===== config.mk =====
export PLATFORM = sky130hd
export DESIGN_NAME = branch_hazard_ctrl
export DESIGN_NICKNAME = d
export VERILOG_FILES = /design/src/rtl/branch_hazard_ctrl.sv
export SDC_FILE = /design/constraint.sdc
export NUM_CORES = 1
export LEC_CHECK = 0
export ABC_AREA = 0
export CAP_MARGIN = 20
export CORE_ASPECT_RATIO = 0.6
export CORE_UTILIZATION = 54
export CTS_BUF_LIST = sky130_fd_sc_hd__clkbuf_4 sky130_fd_sc_hd__clkbuf_8
export DETAILED_ROUTE_END_ITERATION = 7
export GPL_ROUTABILITY_DRIVEN = 0
export GPL_TIMING_DRIVEN = 0
export PLACE_DENSITY_LB_ADDON = 0.15
export SETUP_SLACK_MARGIN = 0.05
export SLEW_MARGIN = 0
export SYNTH_ARGS = -nofsm -noshare
export SYNTH_HDL_FRONTEND = slang
export SYNTH_SLANG_ARGS = --single-unit

===== constraint.sdc =====
create_clock -name clk -period 7.95 [get_ports clk]
set_input_delay 0.795 -clock clk [delete_from_list [all_inputs] [get_ports clk]]
set_output_delay 0.795 -clock clk [all_outputs]
set_load 0.02 [all_outputs]

===== src/rtl/branch_hazard_ctrl.sv =====
// branch_hazard_ctrl: ID-stage branch forwarding selects, hazard stall FSM, flush and perf counters
module branch_hazard_ctrl #(
  parameter logic [6:0] BRANCH_OPCODE = 7'b1100011,
  parameter int CNT_W = 32
) (
  input  logic             clk,
  input  logic             rst,
  input  logic             id_valid,
  input  logic [6:0]       id_opcode,
  input  logic [4:0]       id_rs1,
  input  logic [4:0]       id_rs2,
  input  logic [4:0]       ex_rd,
  input  logic             ex_regwrite,
  input  logic             ex_memread,
  input  logic [4:0]       mem_rd,
  input  logic             mem_regwrite,
  input  logic             mem_memread,
  input  logic [4:0]       wb_rd,
  input  logic             wb_regwrite,
  input  logic             branch_flag,
  output logic [1:0]       select1,
  output logic [1:0]       select2,
  output logic             pc_stall,
  output logic             ifid_stall,
  output logic             idex_bubble,
  output logic             ifid_flush,
  output logic             branch_taken_out,
  output logic [CNT_W-1:0] branch_cnt,
  output logic [CNT_W-1:0] taken_cnt,
  output logic [CNT_W-1:0] stall_cnt
);
  typedef enum logic {IDLE, STALL} state_t;
  state_t state;
  logic [1:0] cnt, n1, n2, need;
  logic is_br, ex1, ex2, m1, m2, w1, w2, stall, resolve;
  assign is_br = id_valid & (id_opcode == BRANCH_OPCODE);
  assign ex1 = ex_regwrite & (ex_rd != 5'd0) & (ex_rd == id_rs1);
  assign ex2 = ex_regwrite & (ex_rd != 5'd0) & (ex_rd == id_rs2);
  assign m1 = mem_regwrite & (mem_rd != 5'd0) & (mem_rd == id_rs1);
  assign m2 = mem_regwrite & (mem_rd != 5'd0) & (mem_rd == id_rs2);
  assign w1 = wb_regwrite & (wb_rd != 5'd0) & (wb_rd == id_rs1);
  assign w2 = wb_regwrite & (wb_rd != 5'd0) & (wb_rd == id_rs2);
  // A load in EX needs two cycles before its data reaches wbALUMem; ALU ops in EX and loads in MEM need one
  assign n1 = ex1 ? (ex_memread ? 2'd2 : 2'd1) : {1'b0, m1 & mem_memread};
  assign n2 = ex2 ? (ex_memread ? 2'd2 : 2'd1) : {1'b0, m2 & mem_memread};
  assign need = is_br ? ((n1 > n2) ? n1 : n2) : 2'd0;
  assign stall = rst & ((state == STALL) | (need != 2'd0));
  assign resolve = rst & (state == IDLE) & is_br & (need == 2'd0);
  assign select1 = !rst ? 2'b00 : (m1 & ~mem_memread) ? 2'b01 : w1 ? 2'b10 : 2'b00;
  assign select2 = !rst ? 2'b00 : (m2 & ~mem_memread) ? 2'b01 : w2 ? 2'b10 : 2'b00;
  assign pc_stall = stall;
  assign ifid_stall = stall;
  assign idex_bubble = stall;
  assign branch_taken_out = resolve & branch_flag;
  assign ifid_flush = resolve & branch_flag;
  always_ff @(posedge clk) begin
    if (!rst) begin
      state <= IDLE;
      cnt <= 2'd0;
      branch_cnt <= '0;
      taken_cnt <= '0;
      stall_cnt <= '0;
    end else begin
      if (state == IDLE) begin
        if (need != 2'd0) begin
          cnt <= need - 2'd1;
          state <= (need > 2'd1) ? STALL : IDLE;
        end
      end else begin
        cnt <= cnt - 2'd1;
        state <= (cnt > 2'd1) ? STALL : IDLE;
      end
      if (resolve && branch_cnt != '1) branch_cnt <= branch_cnt + 1'b1;
      if (branch_taken_out && taken_cnt != '1) taken_cnt <= taken_cnt + 1'b1;
      if (stall && stall_cnt != '1) stall_cnt <= stall_cnt + 1'b1;
    end
  end
endmodule


# == Yosys cells after proc, flatten, opt, wreduce, memory -nomap -nowiden ==
# Cells that the tools add are included.
# word_totals
n_memories,0
word_cells,71
reg_bits,99
output_inout_bits,105
latch_bits,0
ramBits,0
rom_bits,0
# classes
n_mux,17
n_shift,0
bitwise,22
n_lt_le_gt_ge,3
n_eq_ne,10
div,0
n_addsub,5
mul,0
reduce_logical,9
# op_table
cell,count
adder 32 x 1 -> 32 bit (second input constant),3
inequality test 32 bit (second input constant),3
== test 5 bit,6
2-to-1 mux 2 bit,13
bitwise AND 1 bit,19
nonzero test 5 bit,3
== test 7 bit (second input constant),1
greater-than comparator 2 x 1 -> 1 bit (second input constant),2
2-to-1 mux 1 bit,4
nonzero test 2 bit,2
subtractor 2 x 1 -> 2 bit (second input constant),2
logical AND 1 bit,3
greater-than comparator 2 bit,1
zero test 2 bit,1
NOT 1 bit,2
OR 1 bit,1

# == Longest topological paths before layout ==
# depth
ltp_word,12
depth_mapped,19

# == Worst setup path before layout ==
# OpenSTA, ideal clock, no wires.
# synth_path
kind,input to register
startpoint,input id_rs1[2]
endpoint,register stall_cnt[31]
path_slack_ns,2.878
setup_time_ns,0.131
arrival_time_ns,4.941
path_buffers,1
required_ns,7.819
path_stages,18
path_cell_list,xnor2_1 > nand4_1 > nor4b_1 > and2_1 > ha_1 > nor2b_1 > o21ai_0 > a211oi_1 > a21o_1 > or3_1 > ha_1 > nor2b_1 > or4b_4 > or2_0 > buf_2 > or3_4 > o311ai_1 > o41ai_1
# synth_via
elab_chain_cells,11
# synth_rtl
item,line,rtl
start: declaration,10,"input logic [4:0] id_rs1,"
== test 5 bit,39,assign m1 = mem_regwrite & (mem_rd != 5'd0) & (mem_rd == id_rs1);
bitwise AND 1 bit,39,
bitwise AND 1 bit,44,"assign n1 = ex1 ? (ex_memread ? 2'd2 : 2'd1) : {1'b0, m1 & mem_memread};"
2-to-1 mux 2 bit *,44,
greater-than comparator 2 bit,46,assign need = is_br ? ((n1 > n2) ? n1 : n2) : 2'd0;
2-to-1 mux 2 bit * (2 in a row),46,
nonzero test 2 bit *,47,assign stall = rst & ((state == STALL) | (need != 2'd0));
OR 1 bit *,47,
bitwise AND 1 bit *,47,
logical AND 1 bit *,75,if (stall && stall_cnt != '1) stall_cnt <= stall_cnt + 1'b1;
end signal: assignment,75,
end: declaration,30,output logic [CNT_W-1:0] stall_cnt
# Mark *: on every way between the ends. The rest lies on a longest branch, timed or not.
# A chain may end at the register's enable or synchronous reset.

# == Worst setup path after layout ==
# layout_path
startpoint,input id_rs1[2]
endpoint,output ifid_flush
# layout_via
elab_chain_cells,10
# layout_rtl
item,line,rtl
== test 5 bit,39,
bitwise AND 1 bit,39,
bitwise AND 1 bit,44,
2-to-1 mux 2 bit *,44,
greater-than comparator 2 bit,46,
2-to-1 mux 2 bit * (2 in a row),46,
zero test 2 bit *,48,assign resolve = rst & (state == IDLE) & is_br & (need == 2'd0);
bitwise AND 1 bit *,48,
bitwise AND 1 bit *,55,assign ifid_flush = resolve & branch_flag;
end: declaration,26,"output logic ifid_flush,"
# Marked as above.

==> impl_metrics.env <==
export IMPL_synth_mux_area_share_pct=2.25
export IMPL_slowest_stage="nor4b_1"
export IMPL_yosysTopAreaCell="dfxtp_1"
export IMPL_finalCritPeriodShare_pct=84.6
export IMPL_hpwl_mm=11.5
export IMPL_crit_arrival_ns=5.93
export IMPL_post_synth_inst_count=667
export IMPL_required_ns=7.15
export IMPL_tightest_slew_ns=0.960
export IMPL_synth_edf_count=0
export IMPL_finalSetupTns_ns=0
export IMPL_status="complete, no violations"
export IMPL_hold_buffers=0
export IMPL_path_cells="clkdlybuf4s50_1, xnor2_1, nand4_1, nor4b_1, and2_1, ha_1, nor2b_1, o21ai_0, a211oi_1, a21o_1, or3_1, ha_1, and3b_2, nand4_1, clkinv_1, buf_4, clkdlybuf4s50_1"
export IMPL_synth_simple_gate_area_share_pct=34.2
export IMPL_slew_headroom_pct=35.5
export IMPL_synth_ff_type="dfxtp_1"
export IMPL_nNetsFinal=874
export IMPL_slew_violations=0
export IMPL_wirelength_mm=15.2
export IMPL_layout_setup_ws_ns=1.23
export IMPL_cts_buffers=9
export IMPL_ctsResizeCount=0
export IMPL_synth_top_area_share_pct=36.4
export IMPL_synthTopCellsByArea="dfxtp_1, xnor2_1, xor2_1"
export IMPL_final_cell_mix="clkdlybuf4s50_1, dfxtp_1, nor2_1"
export IMPL_critPathMaxStageDelay_ns=0.78
export IMPL_vias_per_cell=5.83
export IMPL_clk_pin_slew_worst_paths_ns=0.10
export IMPL_layout_commonest_cell="clkdlybuf4s50_1"
export IMPL_ios=146
export IMPL_grtUsageTotal_pct=29.4
export IMPL_final_hold_violation_count=0
export IMPL_pre_cts_ws_ns=1.35
export IMPL_final_antenna_net_count=0
export IMPL_synthXorXnorAreaFrac_pct=15.7
export IMPL_hold_path_startpoint="cnt[1]$_SDFFE_PN0P_"
export IMPL_crit_start="id_rs1[2]"
export IMPL_finalSetupViolCount=0
export IMPL_grt_max_degree=17
export IMPL_synth_avg_cell_area_um2=8.17
export IMPL_grt_pass1_vias=5049
export IMPL_syn_to_final_growth_pct=32.9
export IMPL_hp_class="flip-flop to flip-flop"
export IMPL_core_area_um2=9490
export IMPL_synth_compound_area_share_pct=6.52
export IMPL_clockBufferDepth=2
export IMPL_grt_pass1_wl_mm=24.7
export IMPL_path_max_fanout=10
export IMPL_n_antenna_cell=0
export IMPL_synth_seq_cells=99
export IMPL_rsz0062_at_grt="no"
export IMPL_synth_warnings=0
export IMPL_wl_per_cell_um=15.9
export IMPL_cts_max_level=3
export IMPL_start_util_pct=57.4
export IMPL_cts_setup_buffers=0
export IMPL_max_freq_mhz=149
export IMPL_p_per_area_nw_per_um2=119
export IMPL_dieArea_um2=10500
export IMPL_clk_insertion_delay_late_ns=0.38
export IMPL_startpoint_type="primary input"
export IMPL_fin_crit_ns=6.72
export IMPL_synth_top_family_by_area="simple AND/OR/NAND/NOR gates"
export IMPL_crit_family="simple AND/OR/NAND/NOR gates"
export IMPL_syn_area_um2=5450
export IMPL_cts_tree="built"
export IMPL_antenna_found_initial=0
export IMPL_overflow=0
export IMPL_vdd_drop_max_mv=0.0889
export IMPL_syn_nets=717
export IMPL_drt_iter0_drc=572
export IMPL_fp_row_count=27
export IMPL_port_buffers=145
export IMPL_die_x_um=132
export IMPL_synth_fa_ha_area_share_pct=2.07
export IMPL_finalClockSkew_ns=0.0143
export IMPL_drive_gt1_share_pct=4.35
export IMPL_r2r_start="stall_cnt[21]$_SDFFE_PN0P_"
export IMPL_clock_sinks=99
export IMPL_endpoint_kind="output pin"
export IMPL_p_leak_uw=0.00236
export IMPL_cts_root_buf="clkbuf_8"
export IMPL_drc=0
export IMPL_first_pass_iters=5
export IMPL_vias=5584
export IMPL_die_height_um=79.8
export IMPL_critPathBufInv=4
export IMPL_async_reset_ff_share_pct=0
export IMPL_maxCapViolCount=0
export IMPL_critPathKind="primary input to output pin"
export IMPL_ys_seq_area_share_pct=36.4
export IMPL_synth_distinct_cells=57
-- tightest hold or removal path, delay by kind of cell, from the launching register on --
| kind | cells | cell delay, ns |
|---|---|---|
| AOI/OAI and AO/OA | 1 | 0.05 |
| DFF | 1 | 0.33 |
| and+or+nand+nor | 1 | 0.08 |
-- per-layer routing --
layer  track usage [%]  share of wire (%)  vias to the layer above
met4              6.16               0.70                        0
li1                  -                  -                     2673
met2              46.5                 44                      271
met1              40.8                 46                     2627
met3              6.86                8.7                       13
met5                 0                  0                        -
-- synth_stat cells, types with 2 or more instances --
cell type / count
and3_1: 15
or4_1: 4
nor2b_1: 4
o31ai_1: 3
or3_1: 12
dfxtp_1: 99
mux2_2: 2
and4_1: 11
nand3b_1: 3
inv_1: 13
nor4_1: 13
or2_2: 3
nor3_1: 34
xor2_1: 42
clkbuf_1: 14
nor4b_1: 7
nand2b_1: 5
buf_4: 3
o2111ai_1: 3
nand4_1: 33
buf_2: 4
o21a_1: 3
o21bai_1: 2
o211ai_1: 3
nor2_1: 93
xnor2_1: 56
ha_1: 9
nor3b_1: 2
nand3_1: 43
a311oi_1: 2
and2_1: 9
mux2i_1: 10
o21ai_0: 16
a21oi_1: 16
nand2_1: 54
-- logic make-up after synthesis --
kind of cell               Yosys count
AOI/OAI and AO/OA                   56
xor gates and xnor gates            98
adders and majority gates            9
buffers and inverters               37
DFF                                 99
muxes                               12
and+or+nand+nor                    356
-- cell type report --
type | count | area [um^2]
Timing Repair Buffer | 146 | 1460
Tap cell | 130 | 163
Sequential cell | 99 | 1980
Clock buffer | 10 | 138
Buffer | 22 | 98.8
Multi-Input combinational cell | 531 | 3310
Clock inverter | 5 | 37.5
Fill cell | 698 | 2250
Inverter | 15 | 56.3
-- sequential cells by signal, indices dropped and copies added, names as in the netlist --
register    flops
branch_cnt     32
stall_cnt      32
taken_cnt      32
cnt             2
state           1
-- power breakdown --
group          total (uW)  internal (uW)  switching, uW  leakage, uW
Combinational        62.1           30.4           31.7      0.00148
Sequential            496            495         0.0446     0.000797
Clock                 302            122            181    0.0000848
Total                 860            648            213      0.00236
-- final timing paths --
kind	cells after the start	end	slack [ns]
worst max-delay path	17	ifid_flush	1.23
worst min-delay path	2	state$_SDFF_PN0_	0.49
worst max register to register	7	stall_cnt[17]$_SDFFE_PN0P_	5.25
worst min register to register	2	state$_SDFF_PN0_	0.49
-- stage by stage --
step,power [uW],instances,hold WS [ns],util (%),instance area (um^2)
after CTS,862,957,0.490,76.3,7240
after global routing,887,958,0.522,76.3,7240
after global placement,567,942,0.478,74.4,7060
after floorplan,533,667,0.471,-,5450
after detailed placement,569,942,0.495,74.4,7060
final,860,958,0.491,76.3,7240
(Power assumes the default switching activity.)
